===== src/rtl/approx_mul_pkg.sv =====
// Shared types and constants for the iterative approximate multiplier.
// Optional feature macro: APPROX_MUL_EXACT_EN (adds a per-operation exact-mode input).
package approx_mul_pkg;

  // Controller states: waiting for operands, accumulating digit products, holding the result
  typedef enum logic [1:0] {
    IDLE = 2'd0,
    BUSY = 2'd1,
    DONE = 2'd2
  } state_t;

  // Approximate 3x3 digit product (exact value would be 9)
  localparam logic [3:0] APPROX_3X3 = 4'd7;

endpackage


===== src/rtl/approx_mul_2x2_cell.sv =====
// Combinational 2-bit x 2-bit digit multiplier with an approximate 3x3 case.
// With APPROX_MUL_EXACT_EN defined, an exact input restores 3x3 = 9.
module approx_mul_2x2_cell
  import approx_mul_pkg::*;
(
  input  logic [1:0] x,
  input  logic [1:0] y,
`ifdef APPROX_MUL_EXACT_EN
  input  logic       exact,
`endif
  output logic [3:0] p
);

  // Exact product for every digit pair except 3x3, which is replaced by APPROX_3X3
  always_comb begin
    p = {2'b00, x} * {2'b00, y};
    if (x == 2'd3 && y == 2'd3) begin
`ifdef APPROX_MUL_EXACT_EN
      p = exact ? 4'd9 : APPROX_3X3;
`else
      p = APPROX_3X3;
`endif
    end
  end

endmodule


===== src/rtl/approx_mul_iter.sv =====
// Iterative approximate unsigned multiplier: one 2x2 digit product per cycle,
// j-outer / i-inner, D*D cycles per operation, valid/ready on both sides.
// Optional feature macro: APPROX_MUL_EXACT_EN (adds input exact, latched at acceptance).
// WIDTH must be even and at least 2.
module approx_mul_iter
  import approx_mul_pkg::*;
#(
  parameter int WIDTH = 8
) (
  input  logic                 clk,
  input  logic                 rst,
  input  logic                 in_valid,
  output logic                 in_ready,
  input  logic [WIDTH-1:0]     a,
  input  logic [WIDTH-1:0]     b,
`ifdef APPROX_MUL_EXACT_EN
  input  logic                 exact,
`endif
  output logic                 out_valid,
  input  logic                 out_ready,
  output logic [2*WIDTH-1:0]   out
);

  localparam int D  = WIDTH / 2;
  localparam int CW = (D > 1) ? $clog2(D) : 1;
  localparam logic [CW-1:0] LAST = CW'(D - 1);

  state_t                state_reg, state_next;
  logic [WIDTH-1:0]      a_reg, b_reg;
  logic [2*WIDTH-1:0]    acc_reg;
  logic [CW-1:0]         i_reg, j_reg;
`ifdef APPROX_MUL_EXACT_EN
  logic                  exact_reg;
`endif

  logic [1:0]            a_dig [D];
  logic [1:0]            b_dig [D];
  logic [3:0]            dp;
  logic [2*WIDTH-1:0]    dp_ext;
  logic [2*WIDTH-1:0]    term;
  logic [CW+1:0]         sh;
  logic                  accept;
  logic                  step;
  logic                  last_step;

  // Split latched operands into two-bit digits, digit 0 at the LSBs
  for (genvar gi = 0; gi < D; gi++) begin : g_digits
    assign a_dig[gi] = a_reg[2*gi +: 2];
    assign b_dig[gi] = b_reg[2*gi +: 2];
  end

  approx_mul_2x2_cell u_cell (
    .x     (a_dig[i_reg]),
    .y     (b_dig[j_reg]),
`ifdef APPROX_MUL_EXACT_EN
    .exact (exact_reg),
`endif
    .p     (dp)
  );

  // Widen the digit product and place it at weight 4^(i+j)
  always_comb begin
    dp_ext      = '0;
    dp_ext[3:0] = dp;
    sh          = {1'b0, i_reg, 1'b0} + {1'b0, j_reg, 1'b0};
    term        = dp_ext << sh;
  end

  assign accept    = (state_reg == IDLE) && in_valid;
  assign step      = (state_reg == BUSY);
  assign last_step = (i_reg == LAST) && (j_reg == LAST);

  // State register; reset wins over any handshake in the same cycle
  always_ff @(posedge clk) begin
    if (rst) state_reg <= IDLE;
    else     state_reg <= state_next;
  end

  // Next-state and handshake outputs
  always_comb begin
    state_next = state_reg;
    in_ready   = 1'b0;
    out_valid  = 1'b0;
    case (state_reg)
      IDLE: begin
        in_ready = 1'b1;
        if (in_valid) state_next = BUSY;
      end
      BUSY: begin
        if (last_step) state_next = DONE;
      end
      DONE: begin
        out_valid = 1'b1;
        if (out_ready) state_next = IDLE;
      end
      default: state_next = IDLE;
    endcase
  end

  // Operand capture, digit counters and accumulator
  always_ff @(posedge clk) begin
    if (rst) begin
      a_reg     <= '0;
      b_reg     <= '0;
      acc_reg   <= '0;
      i_reg     <= '0;
      j_reg     <= '0;
`ifdef APPROX_MUL_EXACT_EN
      exact_reg <= 1'b0;
`endif
    end else if (accept) begin
      a_reg     <= a;
      b_reg     <= b;
      acc_reg   <= '0;
      i_reg     <= '0;
      j_reg     <= '0;
`ifdef APPROX_MUL_EXACT_EN
      exact_reg <= exact;
`endif
    end else if (step) begin
      acc_reg <= acc_reg + term;
      if (last_step) begin
        i_reg <= '0;
        j_reg <= '0;
      end else if (i_reg == LAST) begin
        i_reg <= '0;
        j_reg <= j_reg + 1'b1;
      end else begin
        i_reg <= i_reg + 1'b1;
      end
    end
  end

  // Result is only visible while it is being offered
  assign out = (state_reg == DONE) ? acc_reg : '0;

endmodule


===== config.mk =====
export PLATFORM = sky130hd
export DESIGN_NAME = approx_mul_iter
export DESIGN_NICKNAME = d
export VERILOG_FILES = /design/src/rtl/approx_mul_pkg.sv /design/src/rtl/approx_mul_2x2_cell.sv /design/src/rtl/approx_mul_iter.sv
export SDC_FILE = /design/constraint.sdc
export NUM_CORES = 1
export LEC_CHECK = 0
export BUFFER_PORTS_ARGS = -buffer_cell sky130_fd_sc_hd__buf_2
export CAP_MARGIN = 20
export CORE_MARGIN = 2
export CORE_UTILIZATION = 35
export CTS_BUF_LIST = sky130_fd_sc_hd__clkbuf_8
export DETAILED_ROUTE_END_ITERATION = 8
export MAX_ROUTING_LAYER = met4
export SLEW_MARGIN = 20
export SYNTH_ARGS = -nofsm -noshare
export SYNTH_HDL_FRONTEND = slang
export SYNTH_SLANG_ARGS = --single-unit

===== constraint.sdc =====
create_clock -name clk -period 4.8 [get_ports clk]
set_input_delay 0.96 -clock clk [delete_from_list [all_inputs] [get_ports clk]]
set_output_delay 0.96 -clock clk [all_outputs]
set_load 0.1 [all_outputs]

==> results_dict.tcl, run 1 <==
set metrics [dict create \
    numCtsBuffers 5 \
    finalWirelength_mm 6.06 \
    clock_sinks 38 \
    worstSkewPairLatency_ps 300 \
    yosys_warnings 0 \
    drcViolationCount 0 \
    core_um2 6910 \
    setup_viol 0 \
    worst_pin_slew_ps 887 \
    final.setup.tns_ps 0 \
    arrival_ps 4130 \
    clockBufferDepth 2 \
    fin_ws_ps 913 \
    routedWlPerCell_um 13.2 \
    crit_type "reg -> reg" \
    ys.flop_type "dfxtp_1" \
    overflow 0 \
    p_leak_nw 1.27 \
    utilization_pct 42.6 \
    antenna_cells 0 \
    largest_reg_flops 16 \
    cp_top_family "compound AO/OA/AOI/OAI gates" \
    r2r_slack_ps 910 \
    crit_buf_inv 0 \
    rsz0062_at_grt "false" \
    syn-num-nets 371 \
    grt_usage_pct 16.5 \
    postCtsResizedCells 0 \
    rr_worst_depth 14 \
    holdPathStages 2 \
    fin_skew_ps 8.36 \
    via_per_inst 5.19 \
    dieArea_um2 7920 \
    cp_max_fo 6 \
    path_common_cell "a21oi_1" \
    avgSynthCellArea_um2 7.69 \
    cts_hold_buf 0 \
    post-route-period-util_pct 81.0 \
    outcome "finished, final reports clean" \
    num_rows 30 \
    drive_gt1_share_pct 16.6 \
    worstSetupEndpointType "flop" \
    tritoncts "yes" \
    first_iter_violations 108 \
    clk_pin_slew_worst_paths_ps 80 \
    placedInstanceArea_um2 2800 \
    path_cells "mux4_2 > and2_1 > ha_1 > a41o_1 > nand2_1 > nor3_1 > fa_1 > a21o_1 > a21oi_1 > o21bai_1 > a21oi_1 > o21ai_1 > or3_1 > nand3_1" \
    post-cts-setup-buffer-count 0 \
    routed-via-count 2378 \
    max_cap_viol_count 0 \
    synthDistinctLibCells 46 \
    r2r-start "j_reg[0]" \
    htree_levels 2 \
    syn_area_um2 2530 \
    ant_nets 0 \
    antenna_found_initial 0 \
    dr.pass1.iters 4 \
    initial_core_util_pct 36.6 \
    fillers 739 \
    timing.fmax_mhz 257 \
    worstPathRequired_ps 5040 \
    cp-start-kind "flop" \
    hold_path_class "reg -> reg" \
    synth_edf_count 0 \
    hold_path_end "a_reg[4]" \
    hold_path.startpoint "a_reg[4]" \
    hold_violations 0 \
    syn_to_final_growth_pct 16.2 \
    p_per_area_nw_per_um2 257 \
    maxSlewHeadroom_pct 40.9 \
    fin_crit_ps 3890 \
    slowest_delay_ps 590 \
    grt_pass1_wl_mm 9.90 \
    synth_cells 329 \
    synth_seq_cells 38 \
    postSynth.asyncResetShare_pct 0 \
    rr_endpoint "acc_reg[8]" \
    total_power_w 0.000757 \
    nets 403 \
    crit_slowest_cell "mux4_2" \
    stdcell_area_um2 2940 \
    port_buffers 37 \
    post-place-ws_ps 956 \
    peakVddDrop_uv 134 \
    grt_pass1_vias 2093 \
    die_h_um 89.0 \
    drv_slew 0 \
    grt_max_degree 21 \
    cts_root_buf "clkbuf_8" \
    place_hpwl_mm 4.42 \
    gp_congestion 0.830 \
    ys_seq_area_share_pct 30.1 \
    die_w_um 89.0 \
    num_io_pins 38 \
]
[layout make-up]
type	count	area [um2]	share of cell area (%)
multi-input cells	272	1700	57.7
flip-flops and latches	38	761	25.9
repair buffers	39	200	6.81
well taps	96	120	4.09
clock buffers	6	82.6	2.81
clock inverters	2	60.1	2.04
inverters	5	18.8	0.638
[through the flow]
step	hold WS [ps]	std cells
after CTS	455	458
after global placement	449	450
after detailed placement	443	450
final	453	458
after global routing	479	458
after floorplan	433	329
[worst max path at each step]
stage | start | to | slack [ps] | cells after the start
final | j_reg[0] | acc_reg[8] | 910 | 14
after global placement | j_reg[0] | acc_reg[8] | 1040 | 14
after CTS | i_reg[0] | acc_reg[8] | 930 | 14
after floorplan | j_reg[0] | acc_reg[8] | 1220 | 14
after detailed placement | i_reg[0] | acc_reg[8] | 960 | 14
after global routing | i_reg[0] | acc_reg[13] | 560 | 14
[cell families after synthesis]
kind of cell             Yosys count  share of synthesized area [%]
AO/OA/AOI/OAI                     84                           20.3
XOR/XNOR                           7                           2.42
adder cells (fa/ha/maj)           22                           11.5
buffers and inverters             19                           2.92
flip-flops                        38                           30.1
multiplexers                       6                           4.35
AND/OR/NAND/NOR                  153                           28.5
[power breakdown]
| group | switching [W] | leakage (nW) | internal, W |
|---|---|---|---|
| logic | 0.0000514 | 0.891 | 0.0000263 |
| clock network | 0.000123 | 0.0714 | 0.000222 |
| registers | 0.00000787 | 0.309 | 0.000326 |
| total | 0.000182 | 1.27 | 0.000574 |
[synth_stat cells (6+ instances only)]
cell type   n  share of area [%]
ha_1       20                9.9
a21oi_1    40                7.9
nand3_1    10                2.0
nand2_1    65                9.6
nor2_1     25                3.7
dfxtp_1    38                 30
nor3_1     12                2.4
a211oi_1    7                2.1
o21ai_0    10                2.0
nor2b_1     6                1.5
clkbuf_1   11                1.6
and2_1     18                4.5
[routing by layer]
| layer | GRT usage (%) | vias up | wire length (um) |
|---|---|---|---|
| met5 | - | - | 0 |
| met4 | 5.97 | 0 | 99 |
| met3 | 3.05 | 10 | 248 |
| met2 | 25.2 | 49 | 2740 |
| met1 | 21.8 | 1096 | 2970 |
| li1 | - | 1223 | - |
[worst min-delay path: stages, from the launching register on]
cell and delay (ps):
dfxtp_1 310, nand2_1 50, a21oi_1 50
[layout by cell type (no fill, tap or decap), types with 2 or more instances in the layout]
master and count:
nor2_1 25, nand2b_1 3, a21oi_1 40, fa_1 2, xnor2_1 4, nand3_1 10, buf_2 37, nor3_1 12
a31oi_1 4, nand2_1 65, and3_1 2, bufinv_16 2, xor2_1 3, and2_1 18, o21ai_1 2, mux2i_1 2
dfxtp_1 38, ha_1 20, a21o_1 2, nand4_1 3, mux4_2 4, buf_4 2, nor2b_1 5, a211oi_1 7
o21ai_0 10, inv_1 5, or2_2 2, o21bai_1 5, clkbuf_8 6, o31ai_1 4
Power figures use the tool's default switching activity.
==> inputs of run 2 (changes only) <==
==> constraint.sdc (replaced) <==
create_clock -name clk -period 3.4 [get_ports clk]
set_input_delay 0.68 -clock clk [delete_from_list [all_inputs] [get_ports clk]]
set_output_delay 0.68 -clock clk [all_outputs]
set_load 0.1 [all_outputs]
==> results_dict.tcl, run 2 (same netlist as run 1, synthesis figures left out) <==
set metrics [dict create \
    outcome "finished, violations left" \
    violations "negative setup slack" \
    r2r-start "j_reg[0]" \
    peakVddDrop_uv 210 \
    fillers 703 \
    dr.pass1.iters 4 \
    antenna_cells 0 \
    drive_gt1_share_pct 33.0 \
    hold_violations 0 \
    grt_pass1_wl_mm 11.0 \
    hold_path.startpoint "a_reg[3]" \
    utilization_pct 50.5 \
    mostFrequentLayoutCells "nand2_1 (64), buf_4 (51), buf_2 (37), dfxtp_1 (36), a21oi_1 (34)" \
    first_iter_violations 105 \
    cp-startpoint "j_reg[0]" \
    worst_pin_slew_ps 904 \
    cts_root_buf "clkbuf_8" \
    setup_viol 1 \
    place_hpwl_mm 4.97 \
    clk_pin_slew_worst_paths_ps 90 \
    drv_slew 0 \
    drcViolationCount 0 \
    cts_hold_buf 0 \
    port_buffers 37 \
    placedInstanceArea_um2 3120 \
    overflow 0 \
    grt_max_degree 21 \
    via_per_inst 5.12 \
    num_rows 30 \
    fin_skew_ps 12.4 \
    final_common_cell "nand2_1" \
    grt_pass1_vias 2459 \
    final_cells 508 \
    dieArea_um2 7920 \
    nets 453 \
    die_w_um 89.0 \
    timing.fmax_mhz 290 \
    worstSetupEndpointType "flop" \
    htree_levels 2 \
    numCtsBuffers 5 \
    worstPathRequired_ps 3600 \
    finalWirelength_mm 6.75 \
    cp-start-kind "flop" \
    tritoncts "yes" \
    arrival_ps 3640 \
    whs_ps 459 \
    place_inst 491 \
    routedWlPerCell_um 13.3 \
    gp_congestion 0.906 \
    largest_reg_flops 16 \
    num_io_pins 38 \
    p_leak_nw 1.54 \
    stdcell_area_um2 3490 \
    core_um2 6910 \
    clock_sinks 38 \
    hold_path_class "reg -> reg" \
    ant_nets 0 \
    initial_core_util_pct 36.6 \
    cp_max_fo 4 \
    rsz0062_at_grt "true" \
    antenna_found_initial 0 \
    crit_type "reg -> reg" \
    worstSkewPairLatency_ps 300 \
    die_h_um 89.0 \
    post-route-period-util_pct 101 \
    clockBufferDepth 2 \
    fin_crit_ps 3440 \
    maxSlewHeadroom_pct 39.8 \
    max_cap_viol_count 0 \
    syn_to_final_growth_pct 37.8 \
    fin_ws_ps -45.0 \
    grt_usage_pct 18.0 \
    p_per_area_nw_per_um2 309 \
    routed-via-count 2603 \
]
-- run 2: changes by cell type in the layout (fill, tap and decap cells not counted), sizes merged --
cell and change:
clkbuf -1, buf +50, clkinv +1
-- run 2: worst paths after layout --
| check | to | slack [ps] | cells past startpoint |
|---|---|---|---|
| setup / recovery | acc_reg[15] | -40 | 15 |
| hold / removal | a_reg[3] | 460 | 2 |
| hold reg to reg | a_reg[3] | 460 | 2 |
| setup reg to reg | acc_reg[15] | -40 | 15 |
-- run 2: layer usage --
layer / global-route usage (%) / vias to the layer above / share of wire (%)
met5: - / - / 0
met4: 4.21 / 0 / 1.2
met3: 3.23 / 9 / 3.3
li1: - / 1321 / -
met2: 30.7 / 54 / 50
met1: 22.2 / 1219 / 45
-- run 2: power by group --
group | leakage [nW] | switching, W | internal, W
Clock | 0.0683 | 0.000188 | 0.000294
Combinational | 1.16 | 0.0000774 | 0.0000478
Sequential | 0.311 | 0.0000101 | 0.000460
-- run 2: cell type report --
type                       instances  area, um2  share of cell area [%]
sequential                        38        768                    22.0
clock inverter                     3       68.8                    1.97
inverter                           5       18.8                   0.538
multi-input combinational        272       1860                    53.4
timing repair buffer              89        579                    16.6
clock buffer                       5       68.8                    1.97
tap                               96        120                    3.45
-- run 2: what timing repair did --
action                                  CTS  global route
hold endpoints to repair                  0             0
cloned                                    0             0
buffers inserted                          4             5
resized for setup                        13            23
pin swaps                                20            21
endpoints found under the setup margin    7            11
-- run 2: critical path: stages, from the launching register on --
cell and delay [ps]:
dfxtp_4 380, mux4_2 520, and2_4 160, ha_4 220
a41o_1 260, a31oi_1 210, nor2_1 100, ha_2 190
a211o_1 300, o22a_1 220, o211ai_1 80, buf_4 170
nor3_4 50, o211a_1 240, o21ai_1 150, o31ai_1 80
-- run 2: stage by stage --
stage | setup slack (ps) | TNS [ps] | total power, W
2_1_floorplan | 13.2 | 0 | 0.000558
3_3_place_gp | -50.8 | -141 | 0.000600
3_5_place_dp | -133 | -594 | 0.000603
4_1_cts | -23.1 | -35.5 | 0.00108
5_1_grt | -173 | -777 | 0.00111
6_report | -45.0 | -45.0 | 0.00108
==> inputs of run 3 (changes only) <==
--- a/config.mk
+++ b/config.mk
@@ -10,8 +10,10 @@
 export CORE_MARGIN = 2
 export CORE_UTILIZATION = 35
 export CTS_BUF_LIST = sky130_fd_sc_hd__clkbuf_8
+export CTS_CLUSTER_DIAMETER = 40
 export DETAILED_ROUTE_END_ITERATION = 8
 export MAX_ROUTING_LAYER = met4
+export SKIP_CTS_REPAIR_TIMING = 1
 export SLEW_MARGIN = 20
 export SYNTH_ARGS = -nofsm -noshare
 export SYNTH_HDL_FRONTEND = slang
==> results_dict.tcl, run 3 (same netlist as run 1, synthesis figures left out) <==
set metrics [dict create \
    outcome "finished, violations left" \
    violations "negative setup slack" \
    fin_ws_ps -101 \
    nets 449 \
    htree_levels 2 \
    first_iter_violations 109 \
    p_leak_nw 1.51 \
    total_power_w 0.00108 \
    post-route-period-util_pct 103 \
    initial_core_util_pct 36.6 \
    timing.fmax_mhz 286 \
    grt_pass1_wl_mm 10.8 \
    via_per_inst 5.10 \
    numCtsBuffers 5 \
    worstPathRequired_ps 3590 \
    maxSlewHeadroom_pct 41.7 \
    peakVddDrop_uv 235 \
    crit_type "reg -> reg" \
    ff_latch_area_um2 768 \
    place_hpwl_mm 4.97 \
    mostFrequentLayoutCells "nand2_1 (64), buf_4 (46), buf_2 (37), dfxtp_1 (36), a21oi_1 (34)" \
    clock_sinks 38 \
    dieArea_um2 7920 \
    dr.pass1.iters 4 \
    worstSetupEndpointType "flop" \
    max_cap_viol_count 0 \
    drcViolationCount 0 \
    num_io_pins 38 \
    clockBufferDepth 2 \
    antenna_cells 0 \
    tritoncts "yes" \
    drive_gt1_share_pct 32.4 \
    clk_pin_slew_worst_paths_ps 90 \
    gp_congestion 0.906 \
    finalWirelength_mm 6.57 \
    num_rows 30 \
    multiInputGateArea_um2 1830 \
    ant_nets 0 \
    worstSkewPairLatency_ps 300 \
    routedWlPerCell_um 13.0 \
    die_h_um 89.0 \
    arrival_ps 3690 \
    final_common_cell "nand2_1" \
    die_w_um 89.0 \
    rsz0062_at_grt "true" \
    post-place-ws_ps -133 \
    final.setup.tns_ps -128 \
    largest_reg_flops 16 \
    port_buffers 37 \
    drv_slew 0 \
    grt_usage_pct 17.7 \
    hold_violations 0 \
    overflow 0 \
    grt_pass1_vias 2430 \
    setup_viol 2 \
    cts_root_buf "clkbuf_8" \
    worst_pin_slew_ps 874 \
    syn_to_final_growth_pct 35.5 \
    grt_max_degree 21 \
    hold_path_class "reg -> reg" \
    p_per_area_nw_per_um2 314 \
    cp-start-kind "flop" \
    cp_max_fo 4 \
    antenna_found_initial 0 \
    fin_crit_ps 3500 \
    core_um2 6910 \
    fin_skew_ps 10.9 \
    routed-via-count 2569 \
    fillers 706 \
]
## run 3: stage by stage
stage	utilization [%]	hold slack [ps]	instance area (um2)	std cells
6_report	49.6	459	3430	504
5_1_grt	49.6	482	3430	504
4_1_cts	47.2	459	3260	499
3_5_place_dp	45.2	447	3120	491
3_3_place_gp	45.2	444	3120	491
2_1_floorplan	-	433	2550	329
## run 3: worst paths after layout
path                 start     endpoint  slack, ps  cells after the start
setup reg to reg  j_reg[0]  acc_reg[15]       -100                     15
hold reg to reg   a_reg[3]     a_reg[3]        460                      2
setup / recovery  j_reg[0]  acc_reg[15]       -100                     15
hold / removal    a_reg[3]     a_reg[3]        460                      2
## run 3: layer usage
| metal | global-route usage (%) | up-vias | wire length (um) |
|---|---|---|---|
| met2 | 30.1 | 54 | 3270 |
| met3 | 3.14 | 7 | 272 |
| met5 | - | - | 0 |
| met4 | 3.93 | 0 | 66 |
| met1 | 22.0 | 1189 | 2960 |
| li1 | - | 1319 | - |
## run 3: critical path, stage by stage (launching register included)
cell,delay (ps)
dfxtp_4,380
mux4_2,520
and2_4,160
ha_4,220
a41o_1,260
a31oi_1,240
nor2_1,100
ha_2,200
a211o_1,310
o22a_1,230
o211ai_1,80
buf_4,170
nor3_2,50
o211a_1,230
o21ai_1,150
o31ai_1,80
## run 3: power by group
group	internal, W	total, W	switching [W]	leakage (nW)
Combinational	0.0000472	0.000124	0.0000768	1.13
Sequential	0.000460	0.000470	0.0000100	0.311
Clock	0.000294	0.000482	0.000187	0.0683
Total	0.000801	0.00108	0.000274	1.51
## run 3: area by class of cell
| class | instances | share of cell area [%] |
|---|---|---|
| Tap cell | 96 | 3.50 |
| Multi-Input combinational cell | 272 | 53.4 |
| Sequential cell | 38 | 22.4 |
| Inverter | 5 | 0.548 |
| Clock inverter | 3 | 2.01 |
| Timing Repair Buffer | 85 | 16.1 |
| Clock buffer | 5 | 2.01 |
